===== src/rtl/pipe_hazard_chain_pkg.sv =====
// pipe_hazard_chain_pkg: shared constants and types for the post-decode hazard chain.
// Default field widths, the hard-wired zero register, forward-source encoding, depth check.
package pipe_hazard_chain_pkg;

  localparam int MIN_STAGES = 2;
  localparam int DEF_STAGES = 3;
  localparam int DEF_DATA_W = 32;
  localparam int DEF_REG_AW = 5;
  localparam int DEF_CTRL_W = 8;
  localparam int REG_ZERO   = 0;
  localparam int CNT_W      = 32;

  typedef enum logic [1:0] {
    FWD_NONE,
    FWD_STORED,
    FWD_LIVE,
    FWD_HAZ
  } fwd_src_e;

  function automatic bit stages_ok(input int n);
    return n >= MIN_STAGES;
  endfunction

endpackage


===== src/rtl/pipe_fwd_match.sv =====
// pipe_fwd_match: youngest-first producer search for one ID source operand.
// In: per-stage valid/we/rd/rdy/data, live results, rs + rs_used. Out: hit, data, hazard.
module pipe_fwd_match
  import pipe_hazard_chain_pkg::*;
#(
  parameter int STAGES = DEF_STAGES,
  parameter int DATA_W = DEF_DATA_W,
  parameter int REG_AW = DEF_REG_AW
) (
  input  logic [STAGES-1:0]             st_valid,
  input  logic [STAGES-1:0]             st_we,
  input  logic [STAGES-1:0][REG_AW-1:0] st_rd,
  input  logic [STAGES-1:0]             st_rdy,
  input  logic [STAGES-1:0][DATA_W-1:0] st_data,
  input  logic [STAGES-1:0]             res_valid,
  input  logic [STAGES-1:0][DATA_W-1:0] result,
  input  logic [REG_AW-1:0]             rs,
  input  logic                          rs_used,
  output logic                          hit,
  output logic [DATA_W-1:0]             data,
  output logic                          hazard
);

  logic              found;
  logic              s_rdy;
  logic              s_live;
  logic [DATA_W-1:0] s_data;
  logic [DATA_W-1:0] s_res;
  logic              rs_live;
  fwd_src_e          src;

  assign rs_live = rs_used && (rs != REG_AW'(REG_ZERO));

  // Walk oldest to youngest so the lowest matching stage overrides.
  always_comb begin
    found  = 1'b0;
    s_rdy  = 1'b0;
    s_live = 1'b0;
    s_data = '0;
    s_res  = '0;
    for (int k = STAGES - 1; k >= 0; k--) begin
      if (rs_live && st_valid[k] && st_we[k] &&
          st_rd[k] == rs) begin
        found  = 1'b1;
        s_rdy  = st_rdy[k];
        s_live = res_valid[k];
        s_data = st_data[k];
        s_res  = result[k];
      end
    end
  end

  always_comb begin
    src = FWD_NONE;
    unique case (1'b1)
      !found:                    src = FWD_NONE;
      found && s_rdy:            src = FWD_STORED;
      found && !s_rdy && s_live: src = FWD_LIVE;
      found && !s_rdy && !s_live: src = FWD_HAZ;
      default:                   src = FWD_NONE;
    endcase
  end

  always_comb begin
    hit    = 1'b0;
    data   = '0;
    hazard = 1'b0;
    unique case (src)
      FWD_STORED: begin
        hit  = 1'b1;
        data = s_data;
      end
      FWD_LIVE: begin
        hit  = 1'b1;
        data = s_res;
      end
      FWD_HAZ:  hazard = 1'b1;
      default:  hit    = 1'b0;
    endcase
  end

endmodule


===== src/rtl/pipe_hazard_chain.sv =====
// pipe_hazard_chain: STAGES-deep post-ID entry chain with RAW forwarding,
// load-use stall, flush/external stall, last-stage write-back and stall counter.
// In:  clk_i, rst_i, id_* (ID instruction), flush_i, ext_stall_i, st_res_valid_i, st_result_i.
// Out: stall_id_o, fwd_rs*_hit_o, fwd_rs*_o, st_valid_o, st_rd_o, st_ctrl_o, wb_*, stall_cnt_o.
module pipe_hazard_chain
  import pipe_hazard_chain_pkg::*;
#(
  parameter int STAGES = DEF_STAGES,
  parameter int DATA_W = DEF_DATA_W,
  parameter int REG_AW = DEF_REG_AW,
  parameter int CTRL_W = DEF_CTRL_W
) (
  input  logic                       clk_i,
  input  logic                       rst_i,
  input  logic                       id_valid_i,
  input  logic [REG_AW-1:0]          id_rs1_i,
  input  logic [REG_AW-1:0]          id_rs2_i,
  input  logic                       id_rs1_used_i,
  input  logic                       id_rs2_used_i,
  input  logic [REG_AW-1:0]          id_rd_i,
  input  logic                       id_we_i,
  input  logic [CTRL_W-1:0]          id_ctrl_i,
  input  logic                       flush_i,
  input  logic                       ext_stall_i,
  input  logic [STAGES-1:0]          st_res_valid_i,
  input  logic [STAGES*DATA_W-1:0]   st_result_i,
  output logic                       stall_id_o,
  output logic                       fwd_rs1_hit_o,
  output logic                       fwd_rs2_hit_o,
  output logic [DATA_W-1:0]          fwd_rs1_o,
  output logic [DATA_W-1:0]          fwd_rs2_o,
  output logic [STAGES-1:0]          st_valid_o,
  output logic [STAGES*REG_AW-1:0]   st_rd_o,
  output logic [STAGES*CTRL_W-1:0]   st_ctrl_o,
  output logic                       wb_we_o,
  output logic [REG_AW-1:0]          wb_rd_o,
  output logic [DATA_W-1:0]          wb_data_o,
  output logic [CNT_W-1:0]           stall_cnt_o
);

  localparam int L = STAGES - 1;

  if (!stages_ok(STAGES)) begin : g_bad_depth
    $error("pipe_hazard_chain: STAGES below minimum");
  end

  logic [STAGES-1:0]             v_q;
  logic [STAGES-1:0]             we_q;
  logic [STAGES-1:0]             rdy_q;
  logic [STAGES-1:0][REG_AW-1:0] rd_q;
  logic [STAGES-1:0][CTRL_W-1:0] ctrl_q;
  logic [STAGES-1:0][DATA_W-1:0] data_q;
  logic [STAGES-1:0][DATA_W-1:0] res;
  logic                          wb_done_q;
  logic [CNT_W-1:0]              cnt_q;
  logic                          hz1;
  logic                          hz2;
  logic                          hazard;
  logic                          issue;

  assign res = st_result_i;

  pipe_fwd_match #(
    .STAGES (STAGES),
    .DATA_W (DATA_W),
    .REG_AW (REG_AW)
  ) u_fwd_rs1 (
    .st_valid  (v_q),
    .st_we     (we_q),
    .st_rd     (rd_q),
    .st_rdy    (rdy_q),
    .st_data   (data_q),
    .res_valid (st_res_valid_i),
    .result    (res),
    .rs        (id_rs1_i),
    .rs_used   (id_rs1_used_i),
    .hit       (fwd_rs1_hit_o),
    .data      (fwd_rs1_o),
    .hazard    (hz1)
  );

  pipe_fwd_match #(
    .STAGES (STAGES),
    .DATA_W (DATA_W),
    .REG_AW (REG_AW)
  ) u_fwd_rs2 (
    .st_valid  (v_q),
    .st_we     (we_q),
    .st_rd     (rd_q),
    .st_rdy    (rdy_q),
    .st_data   (data_q),
    .res_valid (st_res_valid_i),
    .result    (res),
    .rs        (id_rs2_i),
    .rs_used   (id_rs2_used_i),
    .hit       (fwd_rs2_hit_o),
    .data      (fwd_rs2_o),
    .hazard    (hz2)
  );

  assign hazard     = hz1 | hz2;
  assign stall_id_o = hazard | ext_stall_i;
  assign issue      = id_valid_i & ~stall_id_o & ~flush_i;

  always_ff @(posedge clk_i) begin
    if (rst_i) begin
      v_q       <= '0;
      we_q      <= '0;
      rdy_q     <= '0;
      rd_q      <= '0;
      ctrl_q    <= '0;
      data_q    <= '0;
      wb_done_q <= 1'b0;
    end else if (ext_stall_i) begin
      // Frozen: each stage may still finish its own result in place.
      for (int k = 0; k < STAGES; k++) begin
        if (st_res_valid_i[k]) begin
          data_q[k] <= res[k];
          rdy_q[k]  <= 1'b1;
        end
      end
      // Remember a write already made by the held last-stage entry.
      wb_done_q <= wb_done_q | wb_we_o;
    end else begin
      v_q[0]    <= issue;
      we_q[0]   <= issue & id_we_i;
      rd_q[0]   <= issue ? id_rd_i : '0;
      ctrl_q[0] <= issue ? id_ctrl_i : '0;
      rdy_q[0]  <= 1'b0;
      data_q[0] <= '0;
      for (int k = 0; k < L; k++) begin
        v_q[k+1]    <= v_q[k];
        we_q[k+1]   <= we_q[k];
        rd_q[k+1]   <= rd_q[k];
        ctrl_q[k+1] <= ctrl_q[k];
        rdy_q[k+1]  <= rdy_q[k] | st_res_valid_i[k];
        data_q[k+1] <= st_res_valid_i[k] ? res[k] : data_q[k];
      end
      wb_done_q <= 1'b0;
    end
  end

  always_ff @(posedge clk_i) begin
    if (rst_i) begin
      cnt_q <= '0;
    end else if (hazard && cnt_q != '1) begin
      cnt_q <= cnt_q + 1'b1;
    end
  end

  // Reset suppresses the write of whatever is leaving the chain.
  assign wb_we_o = v_q[L] & we_q[L] & rdy_q[L] &
                   (rd_q[L] != REG_AW'(REG_ZERO)) &
                   ~wb_done_q & ~rst_i;
  assign wb_rd_o     = rd_q[L];
  assign wb_data_o   = data_q[L];
  assign st_valid_o  = v_q;
  assign st_rd_o     = rd_q;
  assign st_ctrl_o   = ctrl_q;
  assign stall_cnt_o = cnt_q;

endmodule

===== config.mk =====
export PLATFORM = sky130hd
export DESIGN_NAME = pipe_hazard_chain
export DESIGN_NICKNAME = d
export VERILOG_FILES = /design/src/rtl/pipe_hazard_chain_pkg.sv /design/src/rtl/pipe_fwd_match.sv /design/src/rtl/pipe_hazard_chain.sv
export SDC_FILE = /design/constraint.sdc
export NUM_CORES = 1
export LEC_CHECK = 0
export CAP_MARGIN = 40
export CORE_MARGIN = 2
export CORE_UTILIZATION = 52
export DETAILED_ROUTE_END_ITERATION = 16
export PLACE_DENSITY = 0.87
export SLEW_MARGIN = 30
export SYNTH_ARGS = -nofsm -noshare
export SYNTH_HDL_FRONTEND = slang
export SYNTH_SLANG_ARGS = --single-unit

===== constraint.sdc =====
create_clock -name clk_i -period 6.8 [get_ports clk_i]
set_input_delay 0.68 -clock clk_i [delete_from_list [all_inputs] [get_ports clk_i]]
set_output_delay 0.68 -clock clk_i [all_outputs]
set_load 0.02 [all_outputs]

==> flow_metrics.tcl, run 1 <==
set metrics [dict create \
    slowest_delay_ns 0.66 \
    cp.required_ns 6.12 \
    min_period_over_period_pct 82.00 \
    start_util_pct 52.75 \
    switching_share_pct 27.52 \
    fmax_mhz 179.3 \
    hp-class "reg2reg" \
    clock_skew_ns 0.01143 \
    start_kind "input pin" \
    cts_buffer_depth 2 \
    seqPwrFrac_pct 45.1 \
    cp_data_arrival_time_ns 4.90 \
    syn_to_final_growth_pct 32.59 \
    wire_per_inst_um 23.11 \
    synth_nets 1379 \
    numCtsBuffers 17 \
    worst-path-buf-inv 5 \
    die_w_um 147.0 \
    grtUsageTotal_pct 35.38 \
    share_comb_of_total_power_pct 14.5 \
    grt_max_degree 102 \
    antenna_found_initial 2 \
    place.gp.congestion 0.9038 \
    wl_um 39780 \
    slew_headroom_pct 46.37 \
    grt_overflow_total 0 \
    cap_violations 0 \
    finalSetupViolations 0 \
    routed-via-count 11604 \
    synth_cells 1248 \
    grt_pass1_wl_um 61470 \
    r2r.worst_path.cells 11 \
    tightestPinTransition_ns 0.8045 \
    htree_levels 4 \
    slew_violations 0 \
    fp.dieH_um 147.0 \
    p_switching_w 0.0006812 \
    critPathKind "in2out" \
    peakVddDrop_uv 182.1 \
    drtIter0Drc 1330 \
    port_buffers 308 \
    power_density_mw_per_mm2 175.5 \
    design.core.area_mm2 0.02017 \
    async_flop_share_pct 0 \
    clkLatencyLatePin_ns 0.44 \
    grt_pass1_vias 11289 \
    clkSinkCount 177 \
    post_cts_buffers 0 \
    ioPinCount 309 \
    final_core_util_pct 69.94 \
    clockRootBuffer "clkbuf_16" \
    rsz0062_at_grt "false" \
    netlist_area_mm2 0.01064 \
    cp_max_fo 35 \
    status "finished clean" \
    path_cells "clkdlybuf4s50_1, xnor2_1, nand2_1, nor4_4, buf_4, a211oi_1, nor4_4, buf_4, and3_1, buf_4, a22oi_1, a21oi_1, clkdlybuf4s50_1" \
    avgSynthCellArea_um2 8.525 \
    hold_depth 2 \
    rrSetupSlack_ns 3.44 \
    fill_cells 1609 \
    drive_gt1_share_pct 5.521 \
    clkPwrFrac_pct 40.4 \
    hold_viol 0 \
    cts_tree "yes" \
    yosysUniqueCellTypes 58 \
    clk_pin_slew_ns 0.07 \
    slowest_stage "clkdlybuf4s50_1" \
    ys_warn_count 0 \
    dieArea_mm2 0.02162 \
    worst-path-stages 13 \
    hpwl_um 25570 \
    viasPerCell 6.743 \
    antenna_left 0 \
    crit_top_cell "buf_4" \
    intPower_w 0.001794 \
    num_rows 52 \
    drc 0 \
    post_cts_resized 0 \
    crit_family "buffers and inverters" \
    fin_crit_ns 5.576 \
    dr.pass1.iters 6 \
    synth_edf_count 0 \
    fin_tns_setup_ns 0 \
    yosysSeqAreaShare_pct 33.31 \
    ys_ff_latch 177 \
    leakage_nw 5.301 \
    nNetsFinal 1567 \
    ys.flop_type "dfxtp_1" \
    critPathCaptureType "output pin" \
    postCtsHoldBufs 0 \
]
## Yosys cell counts (31+ instances only)
library cell / count / area (um^2)
buf_4: 37 / 277.8
clkbuf_1: 98 / 367.9
a211oi_1: 41 / 307.8
nor2b_1: 45 / 281.5
a221oi_1: 129 / 1130
a22oi_1: 33 / 247.7
nand2_1: 79 / 296.5
and3_1: 31 / 193.9
dfxtp_1: 177 / 3543
nor2_1: 129 / 484.2
a21oi_1: 48 / 240.2
mux2i_1: 94 / 940.9
a221o_1: 32 / 320.3
## power groups by stage
stage          Sequential [W]  Clock, W  Combinational, W
6_report              0.00112   0.00100          0.000358
3_5_place_dp          0.00114         0          0.000350
3_3_place_gp          0.00114         0          0.000343
5_1_grt               0.00112   0.00104          0.000378
2_1_floorplan         0.00113         0          0.000191
4_1_cts               0.00112   0.00100          0.000352
## final cells by class
class	instances	area, um^2	area share [%]
diodes	2	5.005	0.03548
clock buffers	18	429.2	3.042
flip-flops and latches	177	3545	25.13
inverters	7	26.28	0.1863
repair buffers	335	3289	23.32
well taps	270	337.8	2.395
multi-input cells	898	6320	44.80
clock inverters	14	153.9	1.091
## layout by cell type, fill, tap and decap left out, types with 6 or more instances in the layout
master	n
clkdlybuf4s50_1	303
dfxtp_1	176
a221oi_1	129
nor2_1	128
mux2i_1	94
nand2_1	79
a21oi_1	48
nor2b_1	45
a211oi_1	41
a22oi_1	33
a221o_1	32
and3_1	31
buf_4	27
o311a_1	26
xnor2_1	23
nand3_1	22
or3_1	18
clkbuf_16	17
and2_1	16
a22o_1	14
o21ai_0	12
mux2_1	12
or4_1	11
nor4_1	11
nand4_1	10
nor3_1	10
xor2_1	7
inv_1	6
o31ai_1	6
inv_6	6
## state kept, by name, summed over array words and instances, names as in the netlist
signal / cells
rdy_q: 3
st_ctrl_o: 24
st_valid_o: 3
wb_data_o: 32
wb_done_q: 1
data_q: 64
wb_rd_o: 5
st_rd_o: 10
we_q: 3
stall_cnt_o: 32
## kinds of logic (layout without fill, tap and decap cells)
group                      Yosys count  count (layout)  share of synthesized area [%]
xor gates and xnor gates            30              30                          2.470
buffers and inverters              173             374                          7.633
AOI/OAI and AO/OA                  359             359                          27.27
DFF                                177             177                          33.31
adders and majority gates            1               1                         0.1176
muxes                              107             107                          10.22
other                                0               2                              0
and+or+nand+nor                    401             401                          18.98
## per-layer routing
| layer | share of wire, % | track usage (%) | vias to the layer above |
|---|---|---|---|
| li1 | - | - | 5139 |
| met1 | 37 | 43.31 | 5477 |
| met2 | 46 | 57.28 | 846 |
| met3 | 13 | 10.59 | 142 |
| met4 | 4.1 | 16.88 | 0 |
| met5 | 0 | 0 | - |
## worst reg2reg max path, delay by kind of cell (launching register included)
family	cells	cell delay, ns
compound gates	3	0.46
xor+xnor	1	0.18
buf+inv	3	1.15
flops	1	0.48
simple gates	4	1.05
## per-stage QoR
stage | worst slack, ns | instances | hold WS, ns | power [W] | cell area, um^2
after CTS | 1.311 | 1719 | 0.5035 | 0.002470 | 14100
final | 1.224 | 1721 | 0.5028 | 0.002475 | 14110
after global placement | 1.374 | 1685 | 0.4519 | 0.001480 | 13480
after floorplan | 2.850 | 1248 | 0.4418 | 0.001322 | 10640
after detailed placement | 1.309 | 1687 | 0.4903 | 0.001489 | 13520
after global routing | 1.053 | 1720 | 0.5281 | 0.002542 | 14100
## path summary, 6_finish.rpt
| kind | startpoint | to |
|---|---|---|
| worst max-delay path | id_rs2_i[1] | fwd_rs2_o[9] |
| worst min-delay path | stall_cnt_o[24] | stall_cnt_o[24] |
| worst max register to register | st_rd_o[1] | st_rd_o[4] |
| worst min register to register | stall_cnt_o[24] | stall_cnt_o[24] |
Power figures use the tool's default switching activity.
==> run 2: changes to the inputs <==
--- a/config.mk
+++ b/config.mk
@@ -7,9 +7,9 @@
 export LEC_CHECK = 0
 export CAP_MARGIN = 40
 export CORE_MARGIN = 2
-export CORE_UTILIZATION = 52
+export CORE_UTILIZATION = 44
 export DETAILED_ROUTE_END_ITERATION = 16
-export PLACE_DENSITY = 0.87
+export PLACE_DENSITY = 0.78
 export SLEW_MARGIN = 30
 export SYNTH_ARGS = -nofsm -noshare
 export SYNTH_HDL_FRONTEND = slang
==> constraint.sdc (replaced) <==
create_clock -name clk_i -period 4.68 [get_ports clk_i]
set_input_delay 0.468 -clock clk_i [delete_from_list [all_inputs] [get_ports clk_i]]
set_output_delay 0.468 -clock clk_i [all_outputs]
set_load 0.02 [all_outputs]
==> flow_metrics.tcl, run 2 (synthesized netlist as in run 1, its figures left out) <==
set metrics [dict create \
    status "finished clean" \
    rrSetupSlack_ns 1.54 \
    wire_per_inst_um 22.91 \
    grt_overflow_total 0 \
    timing.rr.end "stall_cnt_o[18]" \
    setup.worst_path.end "fwd_rs2_o[9]" \
    leakage_nw 5.374 \
    slew_violations 0 \
    port_buffers 308 \
    dr.pass1.iters 7 \
    cts_tree "yes" \
    hpwl_um 26350 \
    critPathCaptureType "output pin" \
    dieArea_mm2 0.02544 \
    fmax_mhz 220.1 \
    cts_buffer_depth 2 \
    cp_data_arrival_time_ns 4.08 \
    design.core.area_mm2 0.02361 \
    r2r.worst_path.cells 9 \
    fp.dieH_um 159.5 \
    cap_violations 0 \
    layout_common_cells "302 x clkdlybuf4s50_1, 176 x dfxtp_1, 129 x a221oi_1" \
    crit_family "buffers and inverters" \
    fin_area_mm2 0.01433 \
    clkPwrFrac_pct 40.1 \
    fill_cells 2058 \
    multi_input_area_mm2 0.006332 \
    p_switching_w 0.001054 \
    slowest_delay_ns 0.67 \
    placed_cell_area_mm2 0.01372 \
    numCtsBuffers 17 \
    switching_share_pct 29.38 \
    die_w_um 159.5 \
    highest_layer "met5" \
    slowest_stage "clkdlybuf4s50_1" \
    critPathKind "in2out" \
    antenna_left 0 \
    viasPerCell 6.553 \
    post_cts_buffers 0 \
    hold_viol 0 \
    path_cells "clkdlybuf4s50_1, or4_4, o21ai_4, nand3b_1, a311oi_2, nor4_4, and3_1, buf_12, a22oi_1, a21oi_1, clkdlybuf4s50_1" \
    cp.required_ns 4.21 \
    grt_max_degree 70 \
    clkSinkCount 177 \
    top_register "data_q" \
    drc 0 \
    finalSetupViolations 0 \
    syn_to_final_growth_pct 34.73 \
    antenna_found_initial 2 \
    r2r-start "st_rd_o[0]" \
    grt_pass1_vias 11176 \
    clk_pin_slew_ns 0.07 \
    crit_path_start "id_rs2_i[0]" \
    grt_pass1_wl_um 62020 \
    drive_gt1_share_pct 6.186 \
    htree_levels 4 \
    place.gp.congestion 0.8878 \
    share_comb_of_total_power_pct 14.6 \
    start_kind "input pin" \
    fin_tns_setup_ns 0 \
    rsz0062_at_grt "false" \
    nNetsFinal 1573 \
    worst-path-stages 11 \
    min_period_over_period_pct 97.09 \
    dp_slack_ns 0.1282 \
    fin_ws_ns 0.1361 \
    crit_top_cell "clkdlybuf4s50_1" \
    ioPinCount 309 \
    routed-via-count 11632 \
    worst-path-buf-inv 3 \
    clock_skew_ns 0.01247 \
    wl_met1_um 16200 \
    drtIter0Drc 1633 \
    wl_um 40670 \
    wl_met3_um 4511 \
    detailroute.wirelength.met2_um 18320 \
    grtUsageTotal_pct 30.17 \
    seqCellArea_mm2 0.003545 \
    slew_headroom_pct 47.07 \
    largest_reg_flops 64 \
    hp-class "in2reg" \
    start_util_pct 45.06 \
    tightestPinTransition_ns 0.7829 \
    seqPwrFrac_pct 45.2 \
    fin_crit_ns 4.544 \
    clkLatencyLatePin_ns 0.43 \
    cp_max_fo 32 \
    peakVddDrop_uv 211.8 \
    power_density_mw_per_mm2 250.1 \
    clockRootBuffer "clkbuf_16" \
    intPower_w 0.002532 \
    num_rows 56 \
    layout_commonest_cell "clkdlybuf4s50_1" \
]
-- run 2: cell types whose count changed in the layout (fill, tap and decap cells not counted), sizes merged --
cell           previous run  this run
buf                      32        38
bufinv                    2         0
clkbuf                   18        17
clkdlybuf4s50           303       302
clkinv                    6         8
clkinvlp                  0         1
diode                     2         1
dlymetal6s2s              0         1
-- run 2: per-stage QoR --
stage                     hold slack [ns]  utilization [%]  instances  power (W)
after floorplan                    0.4418                -       1248   0.001921
after global placement             0.4550            57.73       1737   0.002153
after detailed placement           0.4757            58.12       1741   0.002169
after CTS                          0.3836            60.62       1773   0.003595
after global routing               0.4170            60.70       1775   0.003706
final                              0.3959            60.70       1775   0.003586
-- run 2: power by group through the flow --
stage / registers (W) / logic [W] / clock network [W]
2_1_floorplan: 0.00164 / 0.000277 / 0
3_5_place_dp: 0.00165 / 0.000515 / 0
6_report: 0.00162 / 0.000524 / 0.00144
4_1_cts: 0.00162 / 0.000518 / 0.00146
3_3_place_gp: 0.00165 / 0.000502 / 0
5_1_grt: 0.00163 / 0.000555 / 0.00152
-- run 2: how the worst min path moves through the flow --
stage / startpoint / end / slack (ns) / cells after the start
4_1_cts: st_res_valid_i[0] / rdy_q[0] / 0.38 / 3
5_1_grt: st_res_valid_i[0] / rdy_q[0] / 0.42 / 3
6_report: st_res_valid_i[0] / rdy_q[0] / 0.40 / 3
3_5_place_dp: wb_done_q / wb_done_q / 0.48 / 2
3_3_place_gp: wb_done_q / wb_done_q / 0.45 / 2
2_1_floorplan: wb_done_q / wb_done_q / 0.44 / 2
-- run 2: worst min-delay path: cells and delay by family --
kind	cells	cell delay (ns)
buffers and inverters	1	0.17
AND/OR/NAND/NOR	2	0.14
-- run 2: layout make-up --
| type | count | share of cell area, % |
|---|---|---|
| Antenna cell | 1 | 0.01746 |
| Clock buffer | 17 | 2.968 |
| Clock inverter | 15 | 1.144 |
| Inverter | 7 | 0.1833 |
| Multi-Input combinational cell | 898 | 44.18 |
| Sequential cell | 177 | 24.73 |
| Tap cell | 319 | 2.785 |
| Timing Repair Buffer | 341 | 24.00 |
-- run 2: metal layers --
metal	GRT usage [%]	vias to the layer above
li1	-	5148
met3	8.414	150
met4	14.30	2
met1	38.19	5476
met5	0	-
met2	47.50	856
-- run 2: timing repair --
action / CTS / global route
resized for setup: 0 / 2
endpoints found under the setup margin: 0 / 27
endpoints found under the hold margin: 0 / 0
hold buffers: 0 / 0
==> run 3: changes to the inputs <==
--- a/config.mk
+++ b/config.mk
@@ -9,7 +9,9 @@
 export CORE_MARGIN = 2
 export CORE_UTILIZATION = 44
 export DETAILED_ROUTE_END_ITERATION = 16
+export GPL_TIMING_DRIVEN = 0
 export PLACE_DENSITY = 0.78
+export SKIP_CTS_REPAIR_TIMING = 1
 export SLEW_MARGIN = 30
 export SYNTH_ARGS = -nofsm -noshare
 export SYNTH_HDL_FRONTEND = slang
==> flow_metrics.tcl, run 3 (synthesized netlist as in run 1, its figures left out) <==
set metrics [dict create \
    clkSinkCount 177 \
    grtUsageMet1_pct 44.20 \
    cap_violations 0 \
    placed_cell_area_mm2 0.01411 \
    slew_headroom_pct 37.33 \
    port_buffers 304 \
    start_kind "input pin" \
    fin_area_mm2 0.01489 \
    hold_viol 0 \
    clockRootBuffer "clkbuf_16" \
    crit_top_cell "clkdlybuf4s50_1" \
    wl_um 47870 \
    setup.worst_path.end "fwd_rs2_o[9]" \
    antenna_found_initial 2 \
    leakage_nw 5.908 \
    final_core_util_pct 63.07 \
    dr.pass1.iters 6 \
    peakVddDrop_uv 237.6 \
    dieArea_mm2 0.02544 \
    fin_crit_ns 4.674 \
    tightestPinTransition_ns 0.9401 \
    clock_skew_ns 0.007272 \
    top_register "data_q" \
    wire_per_inst_um 25.13 \
    drc 0 \
    grtUsageTotal_pct 35.70 \
    die_w_um 159.5 \
    clkLatencyLatePin_ns 0.44 \
    antenna_left 0 \
    critPathKind "in2out" \
    routed-via-count 12610 \
    drive_gt1_share_pct 8.149 \
    place.gp.congestion 0.9752 \
    worst-path-buf-inv 4 \
    design.core.area_mm2 0.02361 \
    grt_max_degree 17 \
    layout_commonest_cell "clkdlybuf4s50_1" \
    path_cells "clkdlybuf4s50_1, xnor2_1, nand4_1, nor4_1, a311oi_2, nor4_2, buf_2, clkbuf_4, a221oi_1, a21oi_1, clkdlybuf4s50_1" \
    r2r.worst_path.cells 11 \
    largest_reg_flops 64 \
    layout_common_cells "290 x clkdlybuf4s50_1, 177 x dfxtp_1, 129 x a221oi_1" \
    num_rows 56 \
    start_util_pct 45.06 \
    numCtsBuffers 17 \
    crit_family "buffers and inverters" \
    slowest_delay_ns 0.67 \
    fill_cells 2076 \
    timing.hold.ws_ns 0.4908 \
    cts_tree "yes" \
    rsz0062_at_grt "false" \
    hold_depth 2 \
    grt_overflow_total 0 \
    crit_path_start "id_rs2_i[2]" \
    slew_violations 0 \
    htree_levels 4 \
    drtIter0Drc 1738 \
    hpwl_um 33860 \
    cts_buffer_depth 2 \
    min_period_over_period_pct 99.88 \
    timing.rr.end "stall_cnt_o[1]" \
    status "finished clean" \
    ioPinCount 309 \
    cp_data_arrival_time_ns 4.21 \
    clk_pin_slew_ns 0.07 \
    hp-class "reg2reg" \
    nNetsFinal 1701 \
    worst-path-stages 11 \
    rrSetupSlack_ns 1.16 \
    cp_max_fo 10 \
    grt_use_met3_pct 13.10 \
    fmax_mhz 213.9 \
    power_density_mw_per_mm2 256.1 \
    power_w 0.003814 \
    cp.required_ns 4.21 \
    grt_pass1_vias 12069 \
    r2r-start "stall_cnt_o[6]" \
    fp.dieH_um 159.5 \
    grtUsageMet2_pct 53.66 \
    grt_pass1_wl_um 70860 \
    critPathCaptureType "output pin" \
    slowest_stage "clkdlybuf4s50_1" \
    finalSetupViolations 0 \
    viasPerCell 6.619 \
    top_usage_layer "met2" \
    syn_to_final_growth_pct 39.97 \
]
## run 3: cell types whose count changed in the layout (fill, tap and decap cells not counted), sizes merged
cell	delta
buf	+37
clkinv	-2
dlymetal6s2s	+13
inv	-3
bufinv	+4
diode	+2
clkbuf	+91
clkdlybuf4s50	-12
## run 3: how the worst min path moves through the flow
stage | start | to | slack [ns]
2_1_floorplan | wb_done_q | wb_done_q | 0.44
3_3_place_gp | wb_done_q | wb_done_q | 0.45
3_5_place_dp | wb_done_q | wb_done_q | 0.48
4_1_cts | wb_done_q | wb_done_q | 0.49
5_1_grt | wb_done_q | wb_done_q | 0.51
6_report | wb_done_q | wb_done_q | 0.49
## run 3: worst min-delay path, cell delays in order, from the launching register on
cell     delay [ns]
dfxtp_1        0.34
nor2_1         0.05
nor2_1         0.07
## run 3: through the flow
step | setup WS (ns) | std cells | TNS [ns]
final | 0.005814 | 1905 | 0
after global routing | 0.004202 | 1903 | 0
after CTS | -0.6757 | 1906 | -24.45
after detailed placement | -0.6764 | 1874 | -23.66
after global placement | -1.052 | 1871 | -42.54
after floorplan | 1.154 | 1248 | 0
## run 3: cell type report
class	instances	area (um^2)	area share, %
inverter	7	26.28	0.1764
sequential	177	3543	23.79
tap	319	399.1	2.680
antenna	3	7.507	0.05041
clock buffer	18	439.2	2.949
clock inverter	14	203.9	1.370
buffer	159	830.8	5.579
timing repair buffer	310	3133	21.04
multi-input combinational	898	6309	42.36
## run 3: where the power goes
| group | internal, W | switching, W |
|---|---|---|
| clock | 0.000921 | 0.000685 |
| sequential | 0.00156 | 0.0000616 |
| combinational | 0.000275 | 0.000308 |
| total | 0.00276 | 0.00105 |
## run 3: metal layers
metal	part of all wire, %	routed length (um)	vias to the layer above
li1	-	-	5418
met1	38	17960	5957
met2	43	20670	1026
met3	14	6538	209
met4	5.6	2703	0
met5	0	0	-
